$ cat config.mk
export PLATFORM = sky130hd
export DESIGN_NAME = alu_arbiter
export DESIGN_NICKNAME = d
export VERILOG_FILES = /design/src/rtl/alu_arbiter_pkg.sv /design/src/rtl/alu_arbiter_alu.sv /design/src/rtl/alu_arbiter.sv
export SDC_FILE = /design/constraint.sdc
export NUM_CORES = 1
export LEC_CHECK = 0
export CORE_AREA = 2 2 157 159
export CTS_BUF_LIST = sky130_fd_sc_hd__clkbuf_8
export DETAILED_ROUTE_END_ITERATION = 7
export DIE_AREA = 0 0 159 161
export MAX_ROUTING_LAYER = met4
export PLACE_DENSITY = 0.79
export SETUP_SLACK_MARGIN = 0.2
export SYNTH_ARGS = -nofsm -noshare
export SYNTH_HDL_FRONTEND = slang
export SYNTH_HIERARCHICAL = 1
export SYNTH_SLANG_ARGS = --single-unit
$ cat constraint.sdc
create_clock -name w_clk -period 4.4 [get_ports w_clk]
set_input_delay 0.44 -clock w_clk [delete_from_list [all_inputs] [get_ports w_clk]]
set_output_delay 0.44 -clock w_clk [all_outputs]
set_load 0.05 [all_outputs]
$ cat src/rtl/alu_arbiter_pkg.sv
// Shared definitions for the two-requester ALU arbiter: ALU control codes,
// FSM state encoding and the legal-code check.
package alu_arbiter_pkg;

  localparam logic [3:0] CTL_AND = 4'd0;
  localparam logic [3:0] CTL_OR  = 4'd1;
  localparam logic [3:0] CTL_ADD = 4'd2;
  localparam logic [3:0] CTL_SUB = 4'd6;
  localparam logic [3:0] CTL_SLT = 4'd7;
  localparam logic [3:0] CTL_NOR = 4'd12;

  typedef enum logic [1:0] {
    ST_IDLE = 2'd0,
    ST_EXEC = 2'd1,
    ST_RESP = 2'd2
  } state_t;

  // True for the six codes the ALU implements; anything else is flagged as err.
  function automatic logic ctl_legal(input logic [3:0] ctl);
    case (ctl)
      CTL_AND, CTL_OR, CTL_ADD, CTL_SUB, CTL_SLT, CTL_NOR: ctl_legal = 1'b1;
      default:                                             ctl_legal = 1'b0;
    endcase
  endfunction

endpackage

$ cat src/rtl/alu_arbiter_alu.sv
// m_ALU datapath: purely combinational. Unknown control codes produce 0,
// which makes zero read 1 for them.
module alu_arbiter_alu
  import alu_arbiter_pkg::*;
#(
  parameter int WIDTH = 32
) (
  input  logic [3:0]       ctl,
  input  logic [WIDTH-1:0] a,
  input  logic [WIDTH-1:0] b,
  output logic [WIDTH-1:0] y,
  output logic             zero
);

  localparam logic [WIDTH-1:0] ONE = {{(WIDTH-1){1'b0}}, 1'b1};

  // Operation select; add/sub wrap naturally at WIDTH bits, SLT is unsigned.
  always_comb begin
    y = '0;
    case (ctl)
      CTL_AND: y = a & b;
      CTL_OR:  y = a | b;
      CTL_ADD: y = a + b;
      CTL_SUB: y = a - b;
      CTL_SLT: y = (a < b) ? ONE : '0;
      CTL_NOR: y = ~(a | b);
      default: y = '0;
    endcase
  end

  assign zero = (y == '0);

endmodule

$ cat src/rtl/alu_arbiter.sv
// Two-requester round-robin arbiter sharing one ALU.
// IDLE grants one request and latches it, EXEC registers the ALU result,
// RESP holds the tagged response until the consumer takes it.
// Optional macro ALU_ARB_STATS_EN adds saturating grant/error counters.
module alu_arbiter
  import alu_arbiter_pkg::*;
#(
  parameter int WIDTH = 32,
  parameter int CNT_W = 16
) (
  input  logic             w_clk,
  input  logic             w_rst,
  input  logic [1:0]       w_req_valid,
  output logic [1:0]       w_req_ready,
  input  logic [3:0]       w_req_ctl0,
  input  logic [3:0]       w_req_ctl1,
  input  logic [WIDTH-1:0] w_req_a0,
  input  logic [WIDTH-1:0] w_req_b0,
  input  logic [WIDTH-1:0] w_req_a1,
  input  logic [WIDTH-1:0] w_req_b1,
  output logic             w_rsp_valid,
  input  logic             w_rsp_ready,
  output logic             w_rsp_id,
  output logic [WIDTH-1:0] w_rsp_data,
  output logic             w_rsp_zero,
`ifdef ALU_ARB_STATS_EN
  output logic             w_rsp_err,
  output logic [CNT_W-1:0] w_grant_cnt0,
  output logic [CNT_W-1:0] w_grant_cnt1,
  output logic [CNT_W-1:0] w_err_cnt
`else
  output logic             w_rsp_err
`endif
);

  state_t           state;
  logic             last_id;
  logic             lat_id;
  logic [3:0]       lat_ctl;
  logic [WIDTH-1:0] lat_a;
  logic [WIDTH-1:0] lat_b;
  logic [WIDTH-1:0] alu_y;
  logic             alu_zero;
  logic             gnt_id;

  // Round-robin grant: only in IDLE; on a tie the requester not served last wins.
  always_comb begin
    w_req_ready = 2'b00;
    if (state == ST_IDLE) begin
      case (w_req_valid)
        2'b01:   w_req_ready = 2'b01;
        2'b10:   w_req_ready = 2'b10;
        2'b11:   w_req_ready = last_id ? 2'b01 : 2'b10;
        default: w_req_ready = 2'b00;
      endcase
    end
  end

  assign gnt_id = w_req_ready[1];

  alu_arbiter_alu #(.WIDTH(WIDTH)) m_alu (
    .ctl  (lat_ctl),
    .a    (lat_a),
    .b    (lat_b),
    .y    (alu_y),
    .zero (alu_zero)
  );

  // Control FSM with latched request and registered response outputs.
  always_ff @(posedge w_clk or posedge w_rst) begin
    if (w_rst) begin
      state       <= ST_IDLE;
      last_id     <= 1'b1;
      lat_id      <= 1'b0;
      lat_ctl     <= '0;
      lat_a       <= '0;
      lat_b       <= '0;
      w_rsp_valid <= 1'b0;
      w_rsp_id    <= 1'b0;
      w_rsp_data  <= '0;
      w_rsp_zero  <= 1'b0;
      w_rsp_err   <= 1'b0;
    end else begin
      case (state)
        ST_IDLE: begin
          if (|w_req_ready) begin
            lat_id  <= gnt_id;
            lat_ctl <= gnt_id ? w_req_ctl1 : w_req_ctl0;
            lat_a   <= gnt_id ? w_req_a1   : w_req_a0;
            lat_b   <= gnt_id ? w_req_b1   : w_req_b0;
            last_id <= gnt_id;
            state   <= ST_EXEC;
          end
        end
        ST_EXEC: begin
          w_rsp_id    <= lat_id;
          w_rsp_data  <= alu_y;
          w_rsp_zero  <= alu_zero;
          w_rsp_err   <= ~ctl_legal(lat_ctl);
          w_rsp_valid <= 1'b1;
          state       <= ST_RESP;
        end
        ST_RESP: begin
          if (w_rsp_ready) begin
            w_rsp_valid <= 1'b0;
            state       <= ST_IDLE;
          end
        end
        default: state <= ST_IDLE;
      endcase
    end
  end

`ifdef ALU_ARB_STATS_EN
  localparam logic [CNT_W-1:0] CNT_ONE = {{(CNT_W-1){1'b0}}, 1'b1};

  // Saturating per-requester grant counters and error-response counter.
  always_ff @(posedge w_clk or posedge w_rst) begin
    if (w_rst) begin
      w_grant_cnt0 <= '0;
      w_grant_cnt1 <= '0;
      w_err_cnt    <= '0;
    end else begin
      if (w_req_ready[0] && w_req_valid[0] && (w_grant_cnt0 != '1))
        w_grant_cnt0 <= w_grant_cnt0 + CNT_ONE;
      if (w_req_ready[1] && w_req_valid[1] && (w_grant_cnt1 != '1))
        w_grant_cnt1 <= w_grant_cnt1 + CNT_ONE;
      if (w_rsp_valid && w_rsp_ready && w_rsp_err && (w_err_cnt != '1))
        w_err_cnt <= w_err_cnt + CNT_ONE;
    end
  end
`else
  localparam int unused_cnt_w = CNT_W;
`endif

endmodule

# Yosys cells after proc, flatten, opt, wreduce, memory -nomap -nowiden
# Cells that the tools add are included.
[classes]
add_sub_neg = 2
order_cmp = 1
eq_ne = 12
mux = 15
n_bitwise = 4
n_reduce_logical = 9
[op_table]
columns = ["cell", "count"]
rows = [
  ["$pmux W32 S6", 1],
  ["$mux W32", 2],
  ["$add A32 B32 Y32", 1],
  ["$and A32 B32 Y32", 1],
  ["$logic_not A32 Y1", 1],
  ["$lt A32 B32 Y1", 1],
  ["$not A32 Y32", 1],
  ["$or A32 B32 Y32", 1],
  ["$sub A32 B32 Y32", 1],
  ["$pmux W2 S3", 2],
  ["$eq A4 B3 Y1 const B", 2],
  ["$mux W2", 4],
  ["$eq A2 B2 Y1 const B", 3],
  ["$reduce_and A2 Y1", 3],
  ["$reduce_or A6 Y1", 1],
  ["$eq A2 B1 Y1 const B", 2],
  ["$eq A4 B1 Y1 const B", 1],
  ["$eq A4 B2 Y1 const B", 1],
  ["$eq A4 B4 Y1 const B", 1],
  ["$logic_not A4 Y1", 1],
  ["$mux W1", 4],
  ["$mux W4", 1],
  ["$logic_not A2 Y1", 1],
  ["$ne A2 B1 Y1 const B", 1],
  ["5 further kinds", 5],
]
[word_totals]
ff_bits = 108
inputBits = 141
output_inout_bits = 38
elab_cells = 54

# Depth between registers and ports, before layout
[depth]
word_depth = 6
mapped_depth = 16
depth_no_buf = 15

# Cells and area by module
# Netlist, hierarchy kept.
[modules_own_cells]
columns = ["module", "instances", "cells_per_inst", "area_per_inst_um2", "seq_area_each_um2"]
rows = [
  ["alu_arbiter_alu", 1, 940, 6331.1, 0.0],
  ["alu_arbiter", 1, 579, 5474.0, 2703.8],
]

# Worst setup path before layout
# OpenSTA, ideal clock, no wires.
[synth_path]
kind = "register to register"
start = "register lat_a[0]"
end = "register w_rsp_zero"
setup_time_ps = 66
arrival_ps = 3555
required_time_ps = 4334
setup_slack_ps = 778
path_stages_with_launch = 16
n_path_buf = 0
synth_period_minus_slack_ps = 3622
path_cell_list = "dfrtp_1 -> inv_1 -> ha_1 -> fa_1 -> or2_0 -> a221o_1 -> a21boi_2 -> o21ai_2 -> a311o_1 -> mux2i_1 -> o211ai_1 -> or4_1 -> nor4b_2 -> nor4b_2 -> nand2_1 -> nand2_1"
[synth_between]
elab_chain_cells = 4
elab_cells_between_ends = 9
cone_classes = "add/sub (2); order compare (1); mux (2); bitwise (3); reduce/logical (1)"
[synth_rtl]
columns = ["element", "line_no", "rtl"]
rows = [
  ["from (decl)", "alu_arbiter.sv:40", "logic [WIDTH-1:0] lat_a;"],
  ["from (signal assigned)", "alu_arbiter.sv:89", "lat_a <= gnt_id ? w_req_a1 : w_req_a0;"],
  ["$lt A32 B32 Y1 / $or A32 B32 Y32 (equally long branches)", "alu_arbiter_alu.sv:25, alu_arbiter_alu.sv:22, alu_arbiter_alu.sv:26", ""],
  ["$mux W1 / $not A32 Y32 (equally long branches)", "alu_arbiter_alu.sv:25, alu_arbiter_alu.sv:26", ""],
  ["$pmux W32 S6 (*)", "alu_arbiter_alu.sv:20", "case (ctl)"],
  ["$logic_not A32 Y1 (*)", "alu_arbiter_alu.sv:31", "assign zero = (y == '0);"],
  ["net alu_zero", "alu_arbiter.sv:43", "logic alu_zero;"],
  ["to (signal assigned)", "alu_arbiter.sv:98", "w_rsp_zero <= alu_zero;"],
  ["to (decl)", "alu_arbiter.sv:25", "output logic w_rsp_zero,"],
]
# Mark *: on every way through the listed nets, which the timed path passes. The rest lies on a longest branch.
# A chain may end at the register's enable or synchronous reset.

# Worst setup path after layout
[layout_path]
start = "register lat_b[15]"
end = "register w_rsp_zero"
[layout_between]
elab_chain_cells = 4
elab_cells_between_ends = 9
cone_classes = "add/sub (2); order compare (1); mux (2); bitwise (3); reduce/logical (1)"
[layout_rtl]
columns = ["element", "line_no", "rtl"]
rows = [
  ["from (decl)", "alu_arbiter.sv:41", "logic [WIDTH-1:0] lat_b;"],
  ["from (signal assigned)", "alu_arbiter.sv:90", "lat_b <= gnt_id ? w_req_b1 : w_req_b0;"],
  ["$lt A32 B32 Y1 / $or A32 B32 Y32 (equally long branches)", "alu_arbiter_alu.sv:25, alu_arbiter_alu.sv:22, alu_arbiter_alu.sv:26", ""],
  ["$mux W1 / $not A32 Y32 (equally long branches)", "alu_arbiter_alu.sv:25, alu_arbiter_alu.sv:26", ""],
  ["$pmux W32 S6 (*)", "alu_arbiter_alu.sv:20", ""],
  ["$logic_not A32 Y1 (*)", "alu_arbiter_alu.sv:31", ""],
  ["net alu_zero", "alu_arbiter.sv:43", ""],
]
# Marked as above.

==> reports/qor.yml <==
status: "finished, final reports clean"
rrSetupSlack_ps: 270
fmax_mhz: 242
syn2layout_area_growth_pct: 19.3
fp.dieH_um: 161
wl_um: 43000
final_hold_viol_count: 0
synth_area_leader_cell: "dfrtp_1"
layout_min_cycle_time_ps: 4130
total_power_mw: 12.8
synthCells: 1519
start_kind: "flip-flop"
seq_area_frac_synth: 0.229
dieArea_um2: 25600
grt_pass1_wl_um: 67100
viasPerCell: 6.48
utilization: 0.588
fin_worst_skew_ps: 28.9
reg2regPathDepth: 13
ys_seq_elements: 108
dr.pass1.iters: 5
ys_warn_count: 6
ys_async_sr_fraction: 1.00
r2r-start: "lat_b[15]$_DFFE_PP0P_"
worst_pin_slew_ps: 963
fill_cells: 2247
fin_crit_sh: 0.939
synth.distinct_cells: 106
grt_pass1_vias: 11900
rsz0062_at_grt: "no"
num_vias: 12700
die_w_um: 159
avgSynthCellArea_um2: 7.77
synth_fp_nets: 1763
hold_class: "input port to asynchronous set/reset pin"
numCtsBuffers: 9
ios: 179
nets: 1881
worstPathRequired_ps: 4750
yosys_most_used_dff: "dfrtp_1"
grt.total_usage: 0.337
max_cap_viol_count: 0
final_antenna_net_count: 0
start_util: 0.493
max-slew-margin-rel: 0.357
final_cell_area_um2: 14100
crit_fanout: 9
final-max-slew-violation-count: 0
worstReg2RegEnd: "w_rsp_zero$_DFFE_PP0P_"
clk_latency_ps: 410
ir_drop_v: 0.000502
cts_sinks: 108
path_class: "flip-flop to flip-flop"
antenna_found_initial: 0
placementRows: 57
synth_edf_count: 0
root_buffer: "clkbuf_8"
cts_tree: "yes"
dpl_cell_area_um2: 13800
endpoint: "w_rsp_zero$_DFFE_PP0P_"
yosys-top-cells-area: "dfrtp_1 23%, ha_1 11%, o2111ai_1 5.5%, nand2_1 5.3%, nand3b_1 4.8%"
hpwl_um: 32500
core_area_um2: 24000
clk_pin_slew_worst_paths_ps: 130
end_kind: "flip-flop"
p_per_area_nw_per_um2: 910
synth_top_area_share: 0.227
drive_above_1_share: 0.0859
startpoint: "lat_b[15]$_DFFE_PP0P_"
port_buffers: 178
grt_max_degree: 70
cp_data_arrival_time_ps: 4490
setup_viol: 0
drt_iter0_drc: 1381
cts-htree-levels: 3
power.leakage_nw: 6.22
drc: 0
final.setup.tns_ps: 0
routedWlPerCell_um: 21.9
diodes: 0
gr-total-overflow: 0
mappedNetlistArea_um2: 11800
place_congestion: 0.974
cts.path.max_buffers: 2
## power by group
part	total (mW)	internal, mW	switching [mW]
logic	10.2	3.65	6.58
registers	1.94	1.44	0.495
clock network	0.649	0.222	0.427
total	12.8	5.32	7.50
## state kept, by name (all words and copies together), names as in the netlist
| signal | cells |
|---|---|
| last_id | 1 |
| lat_a | 32 |
| lat_b | 32 |
| lat_ctl | 4 |
| lat_id | 1 |
| state | 2 |
| w_rsp_data | 32 |
| w_rsp_err | 1 |
| w_rsp_id | 1 |
| w_rsp_valid | 1 |
| w_rsp_zero | 1 |
## metal layers
layer	part of all wire	vias to the layer above	global-route usage	wire [um]
met4	0.019	0	0.0855	819
met5	0	-	-	0
met3	0.10	55	0.0639	4290
met2	0.42	672	0.473	18100
met1	0.46	6145	0.496	19800
li1	-	5869	-	-
## worst max-delay path, cell delays in order, from the launching register on
cell	delay [ps]
dfrtp_1	430
inv_1	80
ha_1	640
nand4_1	340
o41ai_2	730
a31oi_1	180
a211oi_1	400
buf_4	200
o32ai_1	70
a2111oi_0	440
nand4b_1	170
nor4b_2	240
nand2_1	70
nand2_1	70
## cell families (layout without fill, tap and decap cells)
kind of cell / after synthesis / in the layout / synth area share
buffers and inverters: 224 / 347 / 0.0818
xor gates and xnor gates: 9 / 9 / 0.00668
muxes: 7 / 7 / 0.00615
DFF: 108 / 108 / 0.229
AOI/OAI and AO/OA: 506 / 506 / 0.304
and+or+nand+nor: 562 / 562 / 0.262
adders and majority gates: 103 / 103 / 0.110
## cell usage in the layout, fill, tap and decap left out, types with 17 or more instances in the layout
master / netlist / final
a21o_1: 19 / 19
a21oi_1: 88 / 85
a221oi_1: 18 / 17
and3_1: 73 / 73
buf_4: 7 / 53
clkdlybuf4s50_1: 0 / 177
dfrtp_1: 107 / 106
ha_1: 101 / 99
inv_1: 99 / 99
nand2_1: 166 / 166
nand2b_1: 18 / 18
nand3b_1: 75 / 75
nor2_1: 90 / 90
nor3_1: 17 / 17
o2111ai_1: 74 / 74
o21ai_0: 104 / 103
o21ai_1: 21 / 22
## final cells by class
cell class | instances | area, um^2 | area share
tap | 324 | 405 | 0.0288
timing repair buffer | 231 | 2170 | 0.154
multi-input combinational | 1187 | 8230 | 0.584
sequential | 108 | 2710 | 0.192
clock buffer | 9 | 124 | 0.00879
inverter | 100 | 378 | 0.0268
clock inverter | 7 | 71.3 | 0.00506
## repair_timing
item / in CTS / in global routing
hold buffers: 0 / 0
resized for setup: 0 / 18
setup endpoints to repair: 0 / 1
setup buffers: 0 / 5
## cell usage after synthesis (18+ instances only)
| cell type | number |
|---|---|
| dfrtp_1 | 107 |
| nand2b_1 | 18 |
| and3_1 | 73 |
| o2111ai_1 | 74 |
| o21ai_1 | 21 |
| clkbuf_1 | 70 |
| o21ai_0 | 104 |
| nor2_1 | 90 |
| ha_1 | 101 |
| a21o_1 | 19 |
| a221oi_1 | 18 |
| inv_1 | 99 |
| buf_2 | 22 |
| a211oi_1 | 18 |
| nand2_1 | 166 |
| nand3b_1 | 75 |
| a21oi_1 | 88 |
## metrics by stage
stage	setup WS [ps]	hold slack [ps]	std cells
floorplan	778	439	1519
global placement	407	448	1945
detailed placement	299	463	1945
CTS	246	413	1961
global route	202	478	1966
finish	269	409	1966
## worst min path at each step
stage	slack [ps]	end	from
detailed placement	460	w_rsp_data[14]$_DFFE_PP0P_	w_rsp_data[14]$_DFFE_PP0P_
finish	410	lat_a[5]$_DFFE_PP0P_	w_rst
CTS	410	lat_b[8]$_DFFE_PP0P_	w_rst
floorplan	440	w_rsp_id$_DFFE_PP0P_	lat_id$_DFFE_PP0P_
global route	480	lat_b[2]$_DFFE_PP0P_	w_rst
global placement	450	w_rsp_id$_DFFE_PP0P_	lat_id$_DFFE_PP0P_
No activity file was read; power rests on OpenSTA's default activity.
